<file path="config.mk">
export PLATFORM = sky130hd
export DESIGN_NAME = klein_subnibbles_serial
export DESIGN_NICKNAME = d
export VERILOG_FILES = /design/src/rtl/klein_subnibbles_serial.sv
export SDC_FILE = /design/constraint.sdc
export NUM_CORES = 1
export LEC_CHECK = 0
export ABC_AREA = 1
export CORE_ASPECT_RATIO = 0.8
export CORE_UTILIZATION = 60
export DETAILED_ROUTE_END_ITERATION = 8
export DONT_BUFFER_PORTS = 1
export PLACE_DENSITY_LB_ADDON = 0.15
export SETUP_SLACK_MARGIN = 0.15
export SLEW_MARGIN = 20
export SYNTH_ARGS = -nofsm -noshare
export SYNTH_HDL_FRONTEND = slang
export SYNTH_SLANG_ARGS = --single-unit
</file>
<file path="constraint.sdc">
create_clock -name clk -period 2.5 [get_ports clk]
set_input_delay 0.25 -clock clk [delete_from_list [all_inputs] [get_ports clk]]
set_output_delay 0.25 -clock clk [all_outputs]
set_load 0.1 [all_outputs]
</file>
<file path="src/rtl/klein_subnibbles_serial.sv">
// klein_subnibbles_serial: nibble-serial SubNibbles engine for the KLEIN round.
// NPAR shared S-boxes are applied to the low end of a 64-bit shift register.
// After 16/NPAR rotations every nibble has been substituted exactly once and
// is back in its original position. The result is then offered downstream
// over a valid/ready handshake.

// sbox: the KLEIN 4-bit S-box. It is an involution, so S(S(x)) = x.
module sbox (
  input  logic [3:0] din,
  output logic [3:0] dout
);

  // Pure lookup of the 16-entry KLEIN substitution
  always_comb begin
    dout = 4'h0;
    unique case (din)
      4'h0: dout = 4'h7;
      4'h1: dout = 4'h4;
      4'h2: dout = 4'hA;
      4'h3: dout = 4'h9;
      4'h4: dout = 4'h1;
      4'h5: dout = 4'hF;
      4'h6: dout = 4'hB;
      4'h7: dout = 4'h0;
      4'h8: dout = 4'hC;
      4'h9: dout = 4'h3;
      4'hA: dout = 4'h2;
      4'hB: dout = 4'h6;
      4'hC: dout = 4'h8;
      4'hD: dout = 4'hE;
      4'hE: dout = 4'hD;
      4'hF: dout = 4'h5;
      default: dout = 4'h0;
    endcase
  end

endmodule

module klein_subnibbles_serial #(
  parameter int NPAR = 1
) (
  input  logic        clk,
  input  logic        rst_n,
  input  logic        in_valid,
  output logic        in_ready,
  input  logic [0:63] state_in,
  output logic        out_valid,
  input  logic        out_ready,
  output logic [0:63] state_out,
  output logic        busy
);

  localparam int STEPS = 16 / NPAR;
  localparam int CW    = (STEPS > 1) ? $clog2(STEPS) : 1;
  localparam logic [CW-1:0] LAST = CW'(STEPS - 1);

  // Only power-of-two divisors of 16 give a whole number of rotations
  generate
    if (!(NPAR == 1 || NPAR == 2 || NPAR == 4 || NPAR == 8 || NPAR == 16)) begin : g_bad_npar
      $error("klein_subnibbles_serial: NPAR must be 1, 2, 4, 8 or 16");
    end
  endgenerate

  typedef enum logic [1:0] {
    IDLE = 2'd0,
    RUN  = 2'd1,
    HOLD = 2'd2
  } state_t;

  state_t         state;
  state_t         next_state;
  logic [0:63]    sr;
  logic [0:63]    shifted;
  logic [CW-1:0]  cnt;
  logic           load;
  logic           shift;
  logic [3:0]     sub_in  [NPAR];
  logic [3:0]     sub_out [NPAR];

  // The lowest NPAR nibbles of the shift register feed the S-box bank
  generate
    for (genvar i = 0; i < NPAR; i++) begin : g_sbox
      assign sub_in[i] = sr[4*i +: 4];
      sbox u_sbox (
        .din  (sub_in[i]),
        .dout (sub_out[i])
      );
    end
  endgenerate

  // Rotate left by NPAR nibbles; substituted nibbles re-enter at the high
  // end in their original order so a full pass restores the positions
  generate
    for (genvar j = 0; j < 16; j++) begin : g_shift
      if (j < 16 - NPAR) begin : g_move
        assign shifted[4*j +: 4] = sr[4*(j+NPAR) +: 4];
      end else begin : g_fill
        assign shifted[4*j +: 4] = sub_out[j-(16-NPAR)];
      end
    end
  endgenerate

  // State register for the IDLE/RUN/HOLD controller
  always_ff @(posedge clk or negedge rst_n) begin
    if (!rst_n) begin
      state <= IDLE;
    end else begin
      state <= next_state;
    end
  end

  // Next-state, datapath strobes and handshake outputs, all decoded from
  // the current state so no input reaches an output except out_ready
  always_comb begin
    next_state = state;
    load       = 1'b0;
    shift      = 1'b0;
    in_ready   = 1'b0;
    out_valid  = 1'b0;
    busy       = 1'b0;
    unique case (state)
      IDLE: begin
        in_ready = 1'b1;
        if (in_valid) begin
          load       = 1'b1;
          next_state = RUN;
        end
      end
      RUN: begin
        busy  = 1'b1;
        shift = 1'b1;
        if (cnt == LAST) begin
          next_state = HOLD;
        end
      end
      HOLD: begin
        out_valid = 1'b1;
        in_ready  = out_ready;
        if (out_ready) begin
          if (in_valid) begin
            load       = 1'b1;
            next_state = RUN;
          end else begin
            next_state = IDLE;
          end
        end
      end
      default: begin
        next_state = IDLE;
      end
    endcase
  end

  // Shift register and pass counter; a load always restarts the count
  always_ff @(posedge clk or negedge rst_n) begin
    if (!rst_n) begin
      sr  <= '0;
      cnt <= '0;
    end else if (load) begin
      sr  <= state_in;
      cnt <= '0;
    end else if (shift) begin
      sr  <= shifted;
      cnt <= cnt + CW'(1);
    end
  end

  assign state_out = sr;

endmodule

</file>
==> results.md <==
- Synth Area in Simple Gates: a little under two fifths
- Yosys top cell area share: between 50% and 60%
- Critical Path Start Type: register
- First-pass GRT wire length: 12200 microns
- Post-Synth XOR/XNOR Area: less than 1%
- Slew @ Worst Pin: about 0.97 ns
- Io pins: 135
- Post-synthesis cell count: 422
- Post-route ant nets: 0
- Routed vias/inst: ~5.6
- Synth Register Bits: 70
- Grt ovf: 0
- DRT Pass-1 Iters: 4
- Crit path capture type: primary output
- Core area: 0.00518 sq mm
- Placer Congestion: 0.890
- Clk Latency, worst-skew pair: 0.34 ns
- Slew Viols, Final: 0
- Post-synthesis mux area share: 0%
- Synth area leaders: dfrtp_1, nand2_1, nand3_1
- Slowest cell delay on critical path: roughly 0.4 ns
- Cts bufs inserted: 9
- Iteration-0 DRC Markers: 179
- Synth Cell Area: 0.00333 sq mm
- Post-synth cell types: 18
- Starting density of the core: 64.3%
- Mapped Nets: 496
- CTS clk-pin slew, worst paths: 0.08 ns
- CTS Buffer Depth: 2
- Ant. Diodes: 0
- Setup Skew: 0.0127 ns
- Die Ht: 68.6 microns
- Post-synthesis adder-cell area fraction: between 2 and 2.5%
- Setup TNS: 0 ns
- Largest net degree at the start of global routing: 71
- Synth Area in Compound Gates: 0.451%
- Fin crit period: 1.79 ns
- Top cells by count, synth: nand2_1, nand3_1, dfrtp_1, inv_1
- Detail-routed net length per standard cell: 14.7 microns
- Sink Count: 70
- H-tree depth: 3
- Initial antenna violation count: 0
- Hpwl dp: about 5200 microns
- Via count: 2838
- Nets@finish: between 500 and 600
- Die area: 0.00585 sq mm
- Total GRT Usage: 27.2%
- Largest family of logic cells by synthesized area: simple AND/OR/NAND/NOR gates
- Area added between synthesis and finish: 12.7%
- Total wire length: 7470 microns
- Critical path class: register to primary output
- Cell row count: 23
- Worst Path Max Fanout: 33
- Crit path cell chain: inv_1, nand2_1, inv_2, buf_12
- Maxcap violations: 0
- Final hold violation count: 0
- Die width: 85.3 microns
- Tightest Hold Check Type: input port to register
- Syn. warnings: 0
- Ys async rst share: between 90% and 100%
- TritonCTS clock tree: done
- Ratio of cells with drive above 1 in the final layout: 11.4%
- Fin crit share: 71.8%
- Yosys top cell by area: dfrtp_1
- Drc violations: 0
- Worst EP arrival: 1.54 ns
- Post-place setup slack: 0.883 ns
- F_max: 557 MHz
- Count leader, synth: nand2_1
- Status: finished clean
- Final setup fails: 0
- Port bufs: 0
- Worst setup margin: 0.705 ns
- Syn_area_per_cell: slightly below 8 sq um
- Seq/Total Area, Yosys: between 50% and 60%
- Number of global-route vias before repair: 2652
- Setup repair after global routing missed its margin: false
- Slowest library cell on the worst path: dfrtp_1
- Count of flip-flops with a built-in enable after synthesis: 0
- Critical path required time: 2.25 ns
- Synth Flop Type: dfrtp_1
- Post-cts resize count: 0
- Max_slew headroom: a little over a third
- CTS Root Cell: clkbuf_8
-- layout make-up --
cell class                      count  area, sq um
Clock buffer                       12          165
Clock inverter                      4         53.8
Fill cell                         433         1430
Inverter                           21         78.8
Multi-Input combinational cell    310         1350
Sequential cell                    70         1750
Tap cell                           62         77.6
Timing Repair Buffer               29          278
-- state kept, by name (all words and copies together) (netlist names) --
| register | cells |
|---|---|
| state | 2 |
| cnt | 4 |
| state_out | 64 |
-- per-layer routing --
metal / vias to the layer above / part of all wire (%) / global-route usage (%)
met2: 119 / 47 / 43.6
met1: 1353 / 43 / 34.9
li1: 1359 / - / -
met4: 0 / 0.79 / 8.33
met3: 7 / 8.9 / 10.6
met5: - / 0 / 0
-- per-stage QoR --
| step | utilization (%) | cells | instance area [sq um] | hold slack (ns) |
|---|---|---|---|---|
| 2_1_floorplan | - | 422 | 3330 | -0.0456 |
| 3_3_place_gp | 67.5 | 490 | 3500 | -0.0440 |
| 3_5_place_dp | 67.5 | 490 | 3500 | -0.0437 |
| 4_1_cts | 72.4 | 508 | 3750 | 0.0259 |
| 5_1_grt | 72.4 | 508 | 3750 | 0.0211 |
| 6_report | 72.4 | 508 | 3750 | 0.0377 |
-- layout by cell type (no fill, tap or decap), types with 2 or more instances in the layout --
cell        Yosys  final
clkinvlp_4      0      2
buf_12          0      3
ha_1            6      6
nor2_1          6      5
xor2_1          2      2
inv_1          20     18
nand4_1         2      2
dfrtp_1        70     70
inv_2           1      3
clkbuf_8        0     12
nand2_1       214    214
nand3_1        74     74
buf_4           7     24
-- worst max-delay path: cells and delay by family (launching register included) --
| kind | cells | cell delay [ns] |
|---|---|---|
| flip-flops | 1 | 0.40 |
| buffers and inverters | 3 | 0.61 |
| AND/OR/NAND/NOR | 1 | 0.18 |
-- final timing paths --
check,startpoint,end,slack (ns),cells after the start
max,state[1]$_DFFE_PN0P_,busy,0.71,4
min,state_in[28],state_out[28]$_DFFE_PN0P_,0.04,2
max reg2reg,state[1]$_DFFE_PN0P_,cnt[2]$_DFFE_PN0P_,0.84,7
min reg2reg,cnt[1]$_DFFE_PN0P_,cnt[1]$_DFFE_PN0P_,0.53,2
max in group asynchronous,rst_n,cnt[2]$_DFFE_PN0P_,1.73,2
min in group asynchronous,rst_n,state[0]$_DFFE_PN0P_,0.46,2
-- logic make-up (layout without fill, tap and decap cells) --
family / count (synthesis) / in the layout
and+or+nand+nor: 298 / 298
adders and majority gates: 6 / 6
buffers and inverters: 42 / 66
AOI/OAI and AO/OA: 3 / 3
xor gates and xnor gates: 3 / 3
DFF: 70 / 70
-- timing repair --
item / in CTS / in global routing
setup endpoints to repair: 0 / 0
hold buffers: 2 / 0
endpoints found under the hold margin: 70 / 0
setup buffers: 0 / 0
Power is left out: the tool's default activity adds up to more than one toggle a clock period on the data nets, which glitch-free logic cannot reach.
